==> src/rtl/aes_out_serializer.sv <==
// ---------------------------------------------------------------------------
// aes_out_serializer
//
// Sits behind the pipelined AES-128 core. Every ciphertext block that leaves
// the core (aes_dout_valid pulse) is captured into a small block FIFO and then
// streamed out as four 32-bit words, most-significant word first. The core
// cannot stall, so the block also counts blocks still inside the core and
// raises credit_ok only while a newly issued block is guaranteed a FIFO slot.
//
// Ports
//   clk, rst        rising-edge clock, synchronous active-high reset
//   blk_issue       pulse: a block entered the core this cycle
//   aes_dout        128-bit ciphertext from the core
//   aes_dout_valid  pulse qualifying aes_dout
//   credit_ok       fifo_level + inflight < DEPTH
//   m_data          current output word
//   m_valid         output word valid (FIFO not empty)
//   m_ready         downstream accepts m_data
//   m_last          fourth word of a block
//   fifo_level      number of blocks stored
//   overflow        sticky: a block was dropped because the FIFO was full
//   issue_err       sticky: blk_issue seen while credit_ok was low
//
// Output handshake: a word moves when m_valid && m_ready are both high at a
// rising edge. m_valid never depends on m_ready, and while m_valid is high
// and m_ready is low, m_data/m_valid/m_last hold their values.
// ---------------------------------------------------------------------------
module aes_out_serializer #(
  parameter int DEPTH        = 4,
  parameter int MAX_INFLIGHT = 15
) (
  input  logic                         clk,
  input  logic                         rst,
  input  logic                         blk_issue,
  input  logic [127:0]                 aes_dout,
  input  logic                         aes_dout_valid,
  output logic                         credit_ok,
  output logic [31:0]                  m_data,
  output logic                         m_valid,
  input  logic                         m_ready,
  output logic                         m_last,
  output logic [$clog2(DEPTH+1)-1:0]   fifo_level,
  output logic                         overflow,
  output logic                         issue_err
);

  localparam int AW = $clog2(DEPTH);
  localparam int LW = $clog2(DEPTH + 1);
  localparam int IW = $clog2(MAX_INFLIGHT + 1);
  // Sum width wide enough for fifo_level + inflight without wrapping.
  localparam int SW = ((LW > IW) ? LW : IW) + 1;

  logic [127:0]  r_mem [DEPTH];
  logic [AW-1:0] r_wr_ptr;
  logic [AW-1:0] r_rd_ptr;
  logic [LW-1:0] r_level;
  logic [1:0]    r_idx;
  logic [IW-1:0] r_inflight;
  logic          r_overflow;
  logic          r_issue_err;

  logic          w_full;
  logic          w_empty;
  logic          w_xfer;
  logic          w_pop;
  logic          w_push;
  logic          w_drop;
  logic [SW-1:0] w_sum;
  logic          w_credit;
  logic [127:0]  w_head_blk;
  logic [31:0]   w_word;

  assign w_full  = (r_level == LW'(DEPTH));
  assign w_empty = (r_level == '0);
  assign w_xfer  = !w_empty && m_ready;
  // The head block leaves only when its last word is accepted.
  assign w_pop   = w_xfer && (r_idx == 2'd3);
  // A full FIFO still accepts a block when the head pops in the same cycle.
  assign w_push  = aes_dout_valid && (!w_full || w_pop);
  assign w_drop  = aes_dout_valid && w_full && !w_pop;

  assign w_sum    = SW'(r_level) + SW'(r_inflight);
  assign w_credit = (w_sum < SW'(DEPTH));

  // Word select on the head block, most-significant word first.
  always_comb begin
    w_head_blk = r_mem[r_rd_ptr];
    w_word     = w_head_blk[127:96];
    case (r_idx)
      2'd0: w_word = w_head_blk[127:96];
      2'd1: w_word = w_head_blk[95:64];
      2'd2: w_word = w_head_blk[63:32];
      2'd3: w_word = w_head_blk[31:0];
      default: w_word = w_head_blk[127:96];
    endcase
  end

  // Block storage carries no reset: the pointers alone define valid entries.
  always_ff @(posedge clk) begin
    if (w_push) begin
      r_mem[r_wr_ptr] <= aes_dout;
    end
  end

  always_ff @(posedge clk) begin
    if (rst) begin
      r_wr_ptr    <= '0;
      r_rd_ptr    <= '0;
      r_level     <= '0;
      r_idx       <= '0;
      r_inflight  <= '0;
      r_overflow  <= 1'b0;
      r_issue_err <= 1'b0;
    end else begin
      if (w_push) begin
        r_wr_ptr <= r_wr_ptr + AW'(1);
      end
      if (w_pop) begin
        r_rd_ptr <= r_rd_ptr + AW'(1);
      end
      // Index wraps 3 -> 0 naturally, in step with the pop.
      if (w_xfer) begin
        r_idx <= r_idx + 2'd1;
      end

      case ({w_push, w_pop})
        2'b10:   r_level <= r_level + LW'(1);
        2'b01:   r_level <= r_level - LW'(1);
        default: r_level <= r_level;
      endcase

      // Issue and completion in the same cycle cancel out.
      if (blk_issue && !aes_dout_valid) begin
        if (r_inflight != IW'(MAX_INFLIGHT)) begin
          r_inflight <= r_inflight + IW'(1);
        end
      end else if (aes_dout_valid && !blk_issue) begin
        if (r_inflight != '0) begin
          r_inflight <= r_inflight - IW'(1);
        end
      end

      if (w_drop) begin
        r_overflow <= 1'b1;
      end
      if (blk_issue && !w_credit) begin
        r_issue_err <= 1'b1;
      end
    end
  end

  assign credit_ok  = w_credit;
  assign m_valid    = !w_empty;
  assign m_data     = w_word;
  assign m_last     = !w_empty && (r_idx == 2'd3);
  assign fifo_level = r_level;
  assign overflow   = r_overflow;
  assign issue_err  = r_issue_err;

endmodule

==> config.mk <==
export PLATFORM = sky130hd
export DESIGN_NAME = aes_out_serializer
export DESIGN_NICKNAME = d
export VERILOG_FILES = /design/src/rtl/aes_out_serializer.sv
export SDC_FILE = /design/constraint.sdc
export NUM_CORES = 1
export LEC_CHECK = 0
export ABC_AREA = 1
export BUFFER_PORTS_ARGS = -buffer_cell sky130_fd_sc_hd__buf_2
export CORE_MARGIN = 4
export CORE_UTILIZATION = 54
export DETAILED_ROUTE_END_ITERATION = 7
export PLACE_DENSITY = 0.76
export SLEW_MARGIN = 20
export SYNTH_ARGS = -nofsm -noshare
export SYNTH_HDL_FRONTEND = slang
export SYNTH_SLANG_ARGS = --single-unit
==> constraint.sdc <==
create_clock -name clk -period 7.9 [get_ports clk]
set_input_delay 1.185 -clock clk [delete_from_list [all_inputs] [get_ports clk]]
set_output_delay 1.185 -clock clk [all_outputs]
set_load 0.01 [all_outputs]
-- Word-level counts from Yosys, hierarchy flattened
Memories as Yosys holds them, arrays and structs flattened. A register that Yosys moved wholly into a read port is not among the register bits.
Cells that the tools add are included.
- add/subtract/negate cells: 8
- $lt $le $gt $ge: 1
- equal/unequal tests: 8
- multiplexer cells: 10
- reductions and logical operators: 23
- operators by type and width (operator ; number):
    $pmux 32 s4 ; 1
    $mux 4 ; 4
    $logic_and 1x1->1 ; 9
    $add 2x1->2 const B ; 3
    $eq 2x2->1 const B ; 3
    $logic_not 1->1 ; 6
    $pmux 3 s2 ; 1
    $reduce_bool 2->1 ; 3
    $add 3x4->5 ; 1
    $lt 5x3->1 const B ; 1
    $add 4x1->4 const B ; 1
    $eq 2x1->1 const B ; 2
    $mux 2 ; 2
    $ne 4x4->1 const B ; 1
    $reduce_bool 4->1 ; 1
    $sub 4x1->4 const B ; 1
    $add 3x1->3 const B ; 1
    $eq 3x3->1 const B ; 1
    $logic_not 3->1 ; 1
    $reduce_and 3->1 ; 1
    $sub 3x1->3 const B ; 1
    $logic_not 2->1 ; 1
    $mux 1 ; 2
    $ne 2x1->1 const B ; 1
    $logic_or 1x1->1 ; 1
- flip-flop bits (word level): 15
- bits in writable memories: 512
- bits of input ports: 133
- output and inout bits: 40
- word-level logic and storage cells: 58
- memories kept: 1
- memories (name ; words ; bits a word ; read ports ; clocked after memory_dff ; wr ports ; RTL line ; text):
    r_mem ; 4 ; 128 ; 1 ; 1 ; 1 ; 53 ; logic [127:0] r_mem [DEPTH];

-- Depth between registers and ports, before layout
- depth after elaboration: 8
- depth in mapped cells: 11
- gate-level depth less buffers: 11

-- Worst setup path before layout
Ideal clock, no wire load.
- path type: input to register
- from: input port m_ready
- to: memory r_mem[0][0] (enable)
- library setup time: 0.617 ns
- data arrival time: 6.861 ns
- required time: 7.283 ns
- slack: 0.422 ns
- stages: 4
- buffers on the path: 0
- cells stage by stage: nand3_1 > nand3_1 > nand2_1 > nor2_1
- cells in the longest elaborated chain, start to end: 6
- RTL lines (what ; RTL line ; text):
    start: declaration ; 40 ; input logic m_ready,
    $logic_and 1x1->1 ; 75 ; assign w_xfer = !w_empty && m_ready;
    $logic_and 1x1->1 ; 77 ; assign w_pop = w_xfer && (r_idx == 2'd3);
    $logic_or 1x1->1 ; 79 ; assign w_push = aes_dout_valid && (!w_full || w_pop);
    $logic_and 1x1->1 ; 79 ;
    $mux 1 ; 100 ; if (w_push) begin
    $mux 1 (not written as such) ; 101 ; r_mem[r_wr_ptr] <= aes_dout;
    end: declaration ; 53 ;
Every way passes these cells.

==> results.md <==
* Outcome: completed
* Syn nets at 1,926
* Die Y at 206.2 um
* WP buf/inv at 3
* Aggregate global-route resource usage at 23.62%
* Max-slew violations at 0
* Worst setup margin at 3.169 ns
* Power per Cell Area at 251.3 nW/um^2
* Synth top area cells: edfxtp_1 (72%), nor2_1 (7.2%), nand2_1 (5.5%)
* Post-CTS setup buffers at 0
* Clock root buffer: clkbuf_16
* Worst reg2reg path depth at 6
* Commonest non-fill, non-tap cells in the layout: edfxtp_1 (512), nor2_1 (403), nand2_1 (309)
* Drt pass-1 iters at 5
* Least-Margin Pin Slew at 1.072 ns
* Crit-path leading delay family: buffers and inverters
* Post-synthesis sequential area ratio at 74.09%
* Crit start category: flop
* CTS tree: built
* Place WS at 3.798 ns
* Hold Fails Final Rpt at 0
* Syn Inst Count at 1,778
* Crit path kind: reg2out
* Worst VDD drop at 0.0001479 V
* Bufs on Longest Clock Path at 3
* Hold-fix buffers at CTS at 0
* Synth warnings at 0
* Post-Route WL at 50,470 um
* Skew-Pair Late Insertion Delay at 0.58 ns
* Most common cell after layout, fill and taps aside: edfxtp_1
* Crit-path most repeated cell: nand2_1
* Final setup viols at 0
* Leak at 0.008763 uW
* Cell area after synthesis at 21,210 sq um
* Max Cap Viol at 0
* Hold Slack at 0.4714 ns
* Top-area cell type share of the netlist area at 72.48%
* Relative slew slack at 28.53%
* Total power at 6027 uW
* CP Cell Sequence: inv_6 > buf_4 > o21ai_0 > nand2_1 > nand2_1 > nand2_1 > nor2_1 > nor2_1 > buf_2
* WL/cell at 20.29 um
* Routability cong. at 0.7662
* Total number of vias at 13,942
* I/O Buffers at 172
* Num rows at 72
* I/O Pins at 173
* Post_cts resized at 0
* Setup crit end kind: primary output
* Detail Placement HPWL at 28,820 um
* Worst hold stages at 2
* RSZ-0062 raised after global routing: no
* Congestion Overflow GR at 0
* Crit path depth at 9
* Share of cells above drive strength 1 at 13.58%
* Max stage delay cell, worst path: dfxtp_4
* Crit share post-route at 59.88%
* Worst Skew at 0.01254 ns
* Die width at 206.2 um
* H-tree levels at 2
* CP max FO at 106
* ANT nets after route at 0
* Post-synth cell types at 22
* Global-route wire length before repair at 76,330 um
* Yosys reg bits at 529
* Maximum clock rate at 211.4 MHz
* TritonCTS buffer count at 52
* Vias in the first global route at 13,389
* Worst-path clk slew at 0.06 ns
* P&R area growth vs syn at 13.06%
* Vias per inst at 5.606
* Syn Area/Cell at 11.93 sq um
* Hold Crit Class: reg2reg
* TritonCTS sink count at 529
* Die area at 42,520 sq um
* CP peak stage delay at 0.92 ns
* Setup TNS at 0 ns
* Data required, critical path at 6.71 ns
* CP arrival at 3.55 ns
* Core region area at 38,740 sq um
* Nets at 2,068
* DR iter-0 viols at 1,339
* Initial Utilization at 54.76%
* Yosys top cell by area: edfxtp_1
* Largest net degree at the start of global routing at 129
* Period minus WS final at 4.731 ns
* Initial antenna violation count at 23
* Drt drc at 0
## sequential cells by signal, summed over array words and instances (netlist names), named ones only
name	count
fifo_level	3
issue_err	1
overflow	1
r_idx	2
r_inflight	4
r_mem	512
r_rd_ptr	2
r_wr_ptr	2
## final timing paths
path                  start      endpoint  slack, ns
setup reg to reg   r_idx[1]  r_mem[1][41]       5.01
hold / removal    issue_err     issue_err       0.47
setup / recovery       flop     m_data[2]       3.17
hold reg to reg   issue_err     issue_err       0.47
## synth_stat cells
library cell / number
inv_1: 27
buf_6: 8
o21ai_0: 178
ha_1: 13
nor2_1: 407
xor2_1: 2
o22ai_1: 32
inv_2: 3
edfxtp_1: 512
fa_1: 2
dfxtp_1: 17
xnor2_1: 1
nand2_1: 309
buf_1: 9
o21ai_1: 56
nor3_1: 1
buf_2: 34
nand4_1: 3
clkbuf_1: 44
nand3_1: 101
buf_4: 5
a21oi_1: 14
## area by class of cell
| type | count | area [sq um] |
|---|---|---|
| Inverter | 30 | 117.6 |
| Clock buffer | 63 | 1364 |
| Sequential cell | 529 | 15720 |
| Fill cell | 2953 | 14760 |
| Clock inverter | 30 | 165.2 |
| Tap cell | 518 | 648.1 |
| Timing Repair Buffer | 188 | 1022 |
| Antenna cell | 10 | 25.02 |
| Multi-Input combinational cell | 1119 | 4917 |
## report_power, final
group,switching [uW],internal (uW),total (uW)
clock network,988,1250,2240
logic,361,161,522
registers,41.3,3220,3270
total,1390,4640,6030
## layer usage
metal	wire [um]	part of all wire, %	GRT usage [%]	vias to the layer above
met5	162	0.32	0	-
met4	1994	4.0	9.648	26
met3	4208	8.3	6.245	129
met2	24320	48	38.03	566
met1	19790	39	30.88	6714
li1	-	-	-	6507
## metrics by stage
step,instances,utilization (%),cell area [sq um]
2_1_floorplan,1778,-,21210
3_3_place_gp,2384,57.89,22420
3_5_place_dp,2384,57.89,22420
4_1_cts,2477,61.83,23950
5_1_grt,2484,61.89,23970
6_report,2487,61.91,23980
## worst reg2reg max path, delay by kind of cell (launching register included)
kind          cells  cell delay [ns]
buf+inv           1             0.66
fa+ha+maj         1             0.32
flops             1             0.36
simple gates      4             1.09
## kinds of logic (layout without fill, tap and decap cells)
group,Yosys count,after routing,synth area share (%)
other,0,10,0
AO/OA/AOI/OAI,280,280,6.795
XOR/XNOR,3,3,0.1239
buffers and inverters,130,311,2.873
AND/OR/NAND/NOR,821,821,15.17
flip-flops,529,529,74.09
adder cells (fa/ha/maj),15,15,0.9556
(Power assumes the default switching activity.)
